`src/rtl/fetch_sequencer.sv`:
```
// -----------------------------------------------------------------------------
// fetch_sequencer
//   Sequences instruction fetch around the PC register. Chooses the next PC
//   (sequential, branch, jump or trap), runs a req/ready + rvalid handshake
//   with instruction memory, presents the fetched word to decode with stall
//   back-pressure, and kills in-flight fetches when a redirect arrives.
//
// Ports
//   clk, rst                      clock, synchronous active-high reset
//   stall                         decode not ready, hold presented instr
//   branch_taken / branch_target  lowest-priority redirect
//   jump / jump_target            middle-priority redirect
//   trap / trap_vector            highest-priority redirect
//   imem_req, imem_addr           fetch request and word-aligned address
//   imem_ready                    request accepted when imem_req & imem_ready
//   imem_rvalid, imem_rdata       one response per accepted request
//   instr_valid, instr, instr_pc  fetched instruction presented to decode
//   fetch_err                     one-cycle pulse when a fetch times out
// -----------------------------------------------------------------------------
module fetch_sequencer #(
  parameter logic [31:0] RESET_VEC = 32'h0000_0000,
  parameter int          TIMEOUT   = 16
) (
  input  logic        clk,
  input  logic        rst,
  input  logic        stall,
  input  logic        branch_taken,
  input  logic [31:0] branch_target,
  input  logic        jump,
  input  logic [31:0] jump_target,
  input  logic        trap,
  input  logic [31:0] trap_vector,
  output logic        imem_req,
  output logic [31:0] imem_addr,
  input  logic        imem_ready,
  input  logic        imem_rvalid,
  input  logic [31:0] imem_rdata,
  output logic        instr_valid,
  output logic [31:0] instr,
  output logic [31:0] instr_pc,
  output logic        fetch_err
);

  localparam int TW = (TIMEOUT > 2) ? $clog2(TIMEOUT) : 1;
  localparam logic [TW-1:0] TIMER_LAST = TW'(TIMEOUT - 1);

  typedef enum logic [1:0] {IDLE, REQ, WAIT, HOLD} state_t;

  state_t        state_q, state_d;
  logic [31:0]   pc_q, pc_d;
  logic [31:0]   pend_pc_q, pend_pc_d;
  logic          pend_q, pend_d;
  logic          kill_q, kill_d;
  logic [TW-1:0] timer_q, timer_d;
  logic [31:0]   instr_q, instr_d;
  logic [31:0]   instr_pc_q, instr_pc_d;
  logic          err_q, err_d;

  logic          redirect;
  logic [31:0]   redir_raw;
  logic [31:0]   redir_tgt;

  assign redirect  = trap | jump | branch_taken;
  assign redir_raw = trap ? trap_vector : (jump ? jump_target : branch_target);
  assign redir_tgt = {redir_raw[31:2], 2'b00};

  always_ff @(posedge clk) begin
    if (rst) begin
      state_q    <= IDLE;
      pc_q       <= RESET_VEC;
      pend_pc_q  <= 32'h0;
      pend_q     <= 1'b0;
      kill_q     <= 1'b0;
      timer_q    <= '0;
      instr_q    <= 32'h0;
      instr_pc_q <= 32'h0;
      err_q      <= 1'b0;
    end else begin
      state_q    <= state_d;
      pc_q       <= pc_d;
      pend_pc_q  <= pend_pc_d;
      pend_q     <= pend_d;
      kill_q     <= kill_d;
      timer_q    <= timer_d;
      instr_q    <= instr_d;
      instr_pc_q <= instr_pc_d;
      err_q      <= err_d;
    end
  end

  always_comb begin
    state_d    = state_q;
    pc_d       = pc_q;
    pend_pc_d  = pend_pc_q;
    pend_d     = pend_q;
    kill_d     = kill_q;
    timer_d    = timer_q;
    instr_d    = instr_q;
    instr_pc_d = instr_pc_q;
    err_d      = 1'b0;

    case (state_q)
      IDLE: begin
        state_d = REQ;
        if (redirect) pc_d = redir_tgt;
      end

      REQ: begin
        if (imem_ready) begin
          state_d = WAIT;
          timer_d = '0;
          pend_d  = 1'b0;
          // The accepted request is already stale if a redirect is live now
          // or was parked while the address had to stay stable.
          if (redirect) begin
            kill_d = 1'b1;
            pc_d   = redir_tgt;
          end else if (pend_q) begin
            kill_d = 1'b1;
            pc_d   = pend_pc_q;
          end
        end else if (redirect) begin
          // Address must not change until accepted: park the target.
          pend_d    = 1'b1;
          pend_pc_d = redir_tgt;
        end
      end

      WAIT: begin
        timer_d = timer_q + 1'b1;
        if (imem_rvalid) begin
          state_d = REQ;
          kill_d  = 1'b0;
          if (redirect) begin
            pc_d = redir_tgt;
          end else if (!kill_q) begin
            instr_d    = imem_rdata;
            instr_pc_d = pc_q;
            state_d    = HOLD;
          end
        end else if (timer_q == TIMER_LAST) begin
          // Abandon the request; no response is expected for it any more.
          state_d = REQ;
          err_d   = 1'b1;
          kill_d  = 1'b0;
          if (redirect) pc_d = redir_tgt;
        end else if (redirect) begin
          kill_d = 1'b1;
          pc_d   = redir_tgt;
        end
      end

      HOLD: begin
        if (redirect) begin
          pc_d    = redir_tgt;
          state_d = REQ;
        end else if (!stall) begin
          pc_d    = pc_q + 32'd4;
          state_d = REQ;
        end
      end

      default: state_d = IDLE;
    endcase
  end

  assign imem_req    = (state_q == REQ);
  assign imem_addr   = pc_q;
  assign instr_valid = (state_q == HOLD);
  assign instr       = instr_q;
  assign instr_pc    = instr_pc_q;
  assign fetch_err   = err_q;

endmodule

```
`config.mk`:
```
export PLATFORM = sky130hd
export DESIGN_NAME = fetch_sequencer
export DESIGN_NICKNAME = d
export VERILOG_FILES = /design/src/rtl/fetch_sequencer.sv
export SDC_FILE = /design/constraint.sdc
export NUM_CORES = 1
export LEC_CHECK = 0
export ABC_AREA = 1
export BUFFER_PORTS_ARGS = -buffer_cell sky130_fd_sc_hd__buf_2
export CAP_MARGIN = 20
export CORE_UTILIZATION = 25
export DETAILED_ROUTE_END_ITERATION = 16
export PLACE_DENSITY = 0.48
export SLEW_MARGIN = 20
export SYNTH_ARGS = -nofsm -noshare
export SYNTH_HDL_FRONTEND = slang
export SYNTH_SLANG_ARGS = --single-unit
```
`constraint.sdc`:
```
create_clock -name clk -period 2.6 [get_ports clk]
set_clock_uncertainty 0.05 [all_clocks]
set_input_delay 0.39 -clock clk [delete_from_list [all_inputs] [get_ports clk]]
set_output_delay 0.39 -clock clk [all_outputs]
set_load 0.02 [all_outputs]
```
==> results.py <==
metrics = {
    "critical_path": {
        "cp-start-kind": "flip-flop",
        "required_ns": 2.89,
        "r2r-end": "imem_addr[20]",
        "r2r_cells": 11,
        "max_stage_delay_ns": 0.46,
        "cp_slowest_cell": "nor2_1",
        "cp_common_cell": "nand2_1",
        "cp.depth": 11,
        "rr_startpoint": "imem_addr[3]",
        "critPathBufInv": 1,
        "cp-end-kind": "flip-flop",
        "crit_type": "reg2reg",
        "reg2reg_slack_ns": 0.47,
        "arrival_ns": 2.42,
        "worstPathCellList": "ha_1 -> nand3_1 -> inv_1 -> nand2_1 -> nor2_1 -> nand3_1 -> nand2_1 -> nand2_1 -> nand2_1 -> nand2_1 -> a21oi_1",
        "path_delay_family": "simple AND/OR/NAND/NOR gates",
        "crit_fanout": 6,
    },
    "global_route": {
        "grt_pass1_vias": 7194,
        "grt_pass1_wl_mm": 39.0,
        "grt_use_total_pct": 16.1,
        "overflow": 0,
        "antenna_found_initial": 0,
        "grt_start_max_net_pins": 63,
    },
    "timing": {
        "fmax_mhz": 471,
        "rsz0062_at_grt": "no",
        "hold_violations": 0,
        "period_share_pct": 81.7,
        "holdWs_ns": 0.124,
        "setup_ws_ns": 0.475,
        "setup_tns_ns": 0,
        "tightest_slew_ns": 0.709,
        "setup-violations-final": 0,
        "layout_min_cycle_time_ns": 2.13,
        "slew_headroom_pct": 52.5,
        "slew_viol_final": 0,
    },
    "synth": {
        "ys_ff_latch": 131,
        "synthCells": 1206,
        "synth_area_um2": 7390,
        "syn_avg_cell_area_um2": 6.13,
        "yosysUniqueCellTypes": 37,
        "yosys_warnings": 0,
        "yosysSeqAreaShare_pct": 35.5,
    },
    "cts": {
        "clock-sinks": 131,
        "clock_path_buffers": 2,
        "cts_resized": 0,
        "cts_hold_buf": 0,
        "clock-root-buffer": "clkbuf_16",
        "postCtsSetupBuffers": 0,
        "cts_made_buffers": 17,
        "cts_tree": "done",
        "clk_pin_slew_ns": 0.06,
        "h-tree-depth": 4,
        "clk_latency_ns": 0.41,
    },
    "worst_hold_path": {
        "holdPathEnd": "pend_q",
        "hold_depth": 2,
        "hold_path_class": "in2reg",
        "hold_start": "imem_ready",
    },
    "detailed_routing": {
        "wirelength_mm": 24.2,
        "vias": 7890,
        "dr.pass1.iters": 5,
        "wire_per_inst_um": 13.4,
        "post-route-drc-count": 0,
        "drt_iter0_drc": 539,
        "via_per_inst": 4.39,
        "postRouteAntennaNets": 0,
    },
    "floorplanning": {
        "die_h_um": 174,
        "core_area_um2": 28900,
        "die_width_um": 174,
        "start_util_pct": 25.6,
        "die_area_um2": 30300,
        "rows": 62,
        "io_pins": 235,
    },
    "pwr": {
        "vdd_drop_max_uv": 422,
        "p_leak_uw": 0.00445,
        "power.density_nw_per_um2": 737,
    },
    "finish": {
        "area.growth.synth_to_final_pct": 27.6,
        "final_core_util_pct": 32.7,
        "fin_cells": 1799,
        "drive_above_1_share_pct": 21.1,
        "nFillCells": 3311,
        "layout.nets": 1545,
        "n_antenna_cell": 0,
    },
    "placement": {
        "gp_congestion": 0.851,
        "dpl.hpwl_mm": 18.2,
        "placed_cells": 1767,
        "place_ws_ns": 0.445,
        "portBuffers": 224,
    },
    "job": {
        "drv_cap": 0,
    },
    "status": {
        "status": "complete, no violations",
    },
}
## layout by cell type (no fill, tap or decap), types with 3 or more instances in the layout
master	instances
o21bai_1	21
o211ai_1	4
dfxtp_1	131
or2_2	3
nand3b_1	3
ha_1	7
clkinvlp_4	4
o21ai_1	7
buf_4	23
clkinv_1	21
o21a_1	8
nand3_1	67
inv_2	11
inv_1	59
conb_1	4
a21oi_1	90
nand2_1	360
nor2_1	179
buf_2	224
clkbuf_16	17
o21ai_0	142
inv_6	4
## synthesized netlist by cell type (all sizes together)
cell    instances  area, um2
nand3          67        335
a31oi           1       6.26
nor4            1       6.26
a21oi          90        450
or2             4       25.0
buf            29        180
a21o            1       7.51
nand3b          3       22.5
clkbuf         45        169
o21bai         21        158
conb            1       3.75
inv            69        259
o22ai           1       6.26
nor3            4       36.3
clkinv         22       82.6
xor2            2       17.5
a211oi          1       7.51
o21ai         149        746
xnor2           1       8.76
ha              7       87.6
nand2         361       1360
o21a            8       60.1
nand4           1       6.26
o211ai          4       30.0
dfxtp         131       2620
nor2          182        696
## stage by stage
stage	area (um2)	power, uW
after floorplan	7400	3880
after detailed placement	8850	4610
after global placement	8850	4600
after global routing	9430	7450
final	9430	6950
after CTS	9430	7050
## area by class of cell
| class | instances | area (um2) | share of cell area [%] |
|---|---|---|---|
| clock inverters | 13 | 150 | 1.59 |
| multi-input cells | 913 | 4090 | 43.4 |
| inverters | 91 | 342 | 3.62 |
| flip-flops and latches | 131 | 2620 | 27.8 |
| clock buffers | 19 | 433 | 4.59 |
| repair buffers | 248 | 1310 | 13.9 |
| well taps | 384 | 480 | 5.09 |
## per-layer routing
| layer | GRT usage [%] | part of all wire, % | vias to the layer above |
|---|---|---|---|
| li1 | - | - | 4245 |
| met1 | 23.9 | 53 | 3399 |
| met2 | 23.8 | 41 | 230 |
| met3 | 2.45 | 4.4 | 16 |
| met4 | 4.35 | 1.2 | 0 |
| met5 | 0 | 0 | - |
## power breakdown
group          internal, uW  switching [uW]
combinational           731            1350
sequential             2230             245
clock                  1430             969
total                  4390            2560
## worst register-to-register path, stage by stage, from the launching register on
cell     delay [ns]
dfxtp_1        0.44
ha_1           0.23
nand3_1        0.15
inv_1          0.13
nand2_1        0.07
nor2_1         0.46
nand3_1        0.14
nand2_1        0.11
nand2_1        0.06
nand2_1        0.06
nand2_1        0.05
a21oi_1        0.12
## state kept, by name (all words and copies together) (netlist names)
| name | count |
|---|---|
| imem_addr | 30 |
| fetch_err | 1 |
| pend_pc_q | 30 |
| instr | 32 |
| kill_q | 1 |
| state_q | 2 |
| instr_pc | 30 |
| timer_q | 4 |
| pend_q | 1 |
## worst max path at each step
stage	from	to	slack, ns
finish	imem_addr[3]	imem_addr[20]	0.47
global route	state_q[1]	imem_addr[11]	0.22
CTS	imem_addr[3]	imem_addr[20]	0.45
detailed placement	jump	pend_pc_q[17]	0.45
global placement	jump	pend_pc_q[27]	0.48
floorplan	state_q[0]	imem_addr[2]	0.79
## logic make-up after synthesis
group,share of synthesized area [%]
fa+ha+maj,1.18
simple gates,33.7
flops,35.5
buf+inv,9.34
xor+xnor,0.356
compound gates,19.9
other cells,0.0507
No activity file was read; power rests on OpenSTA's default activity.
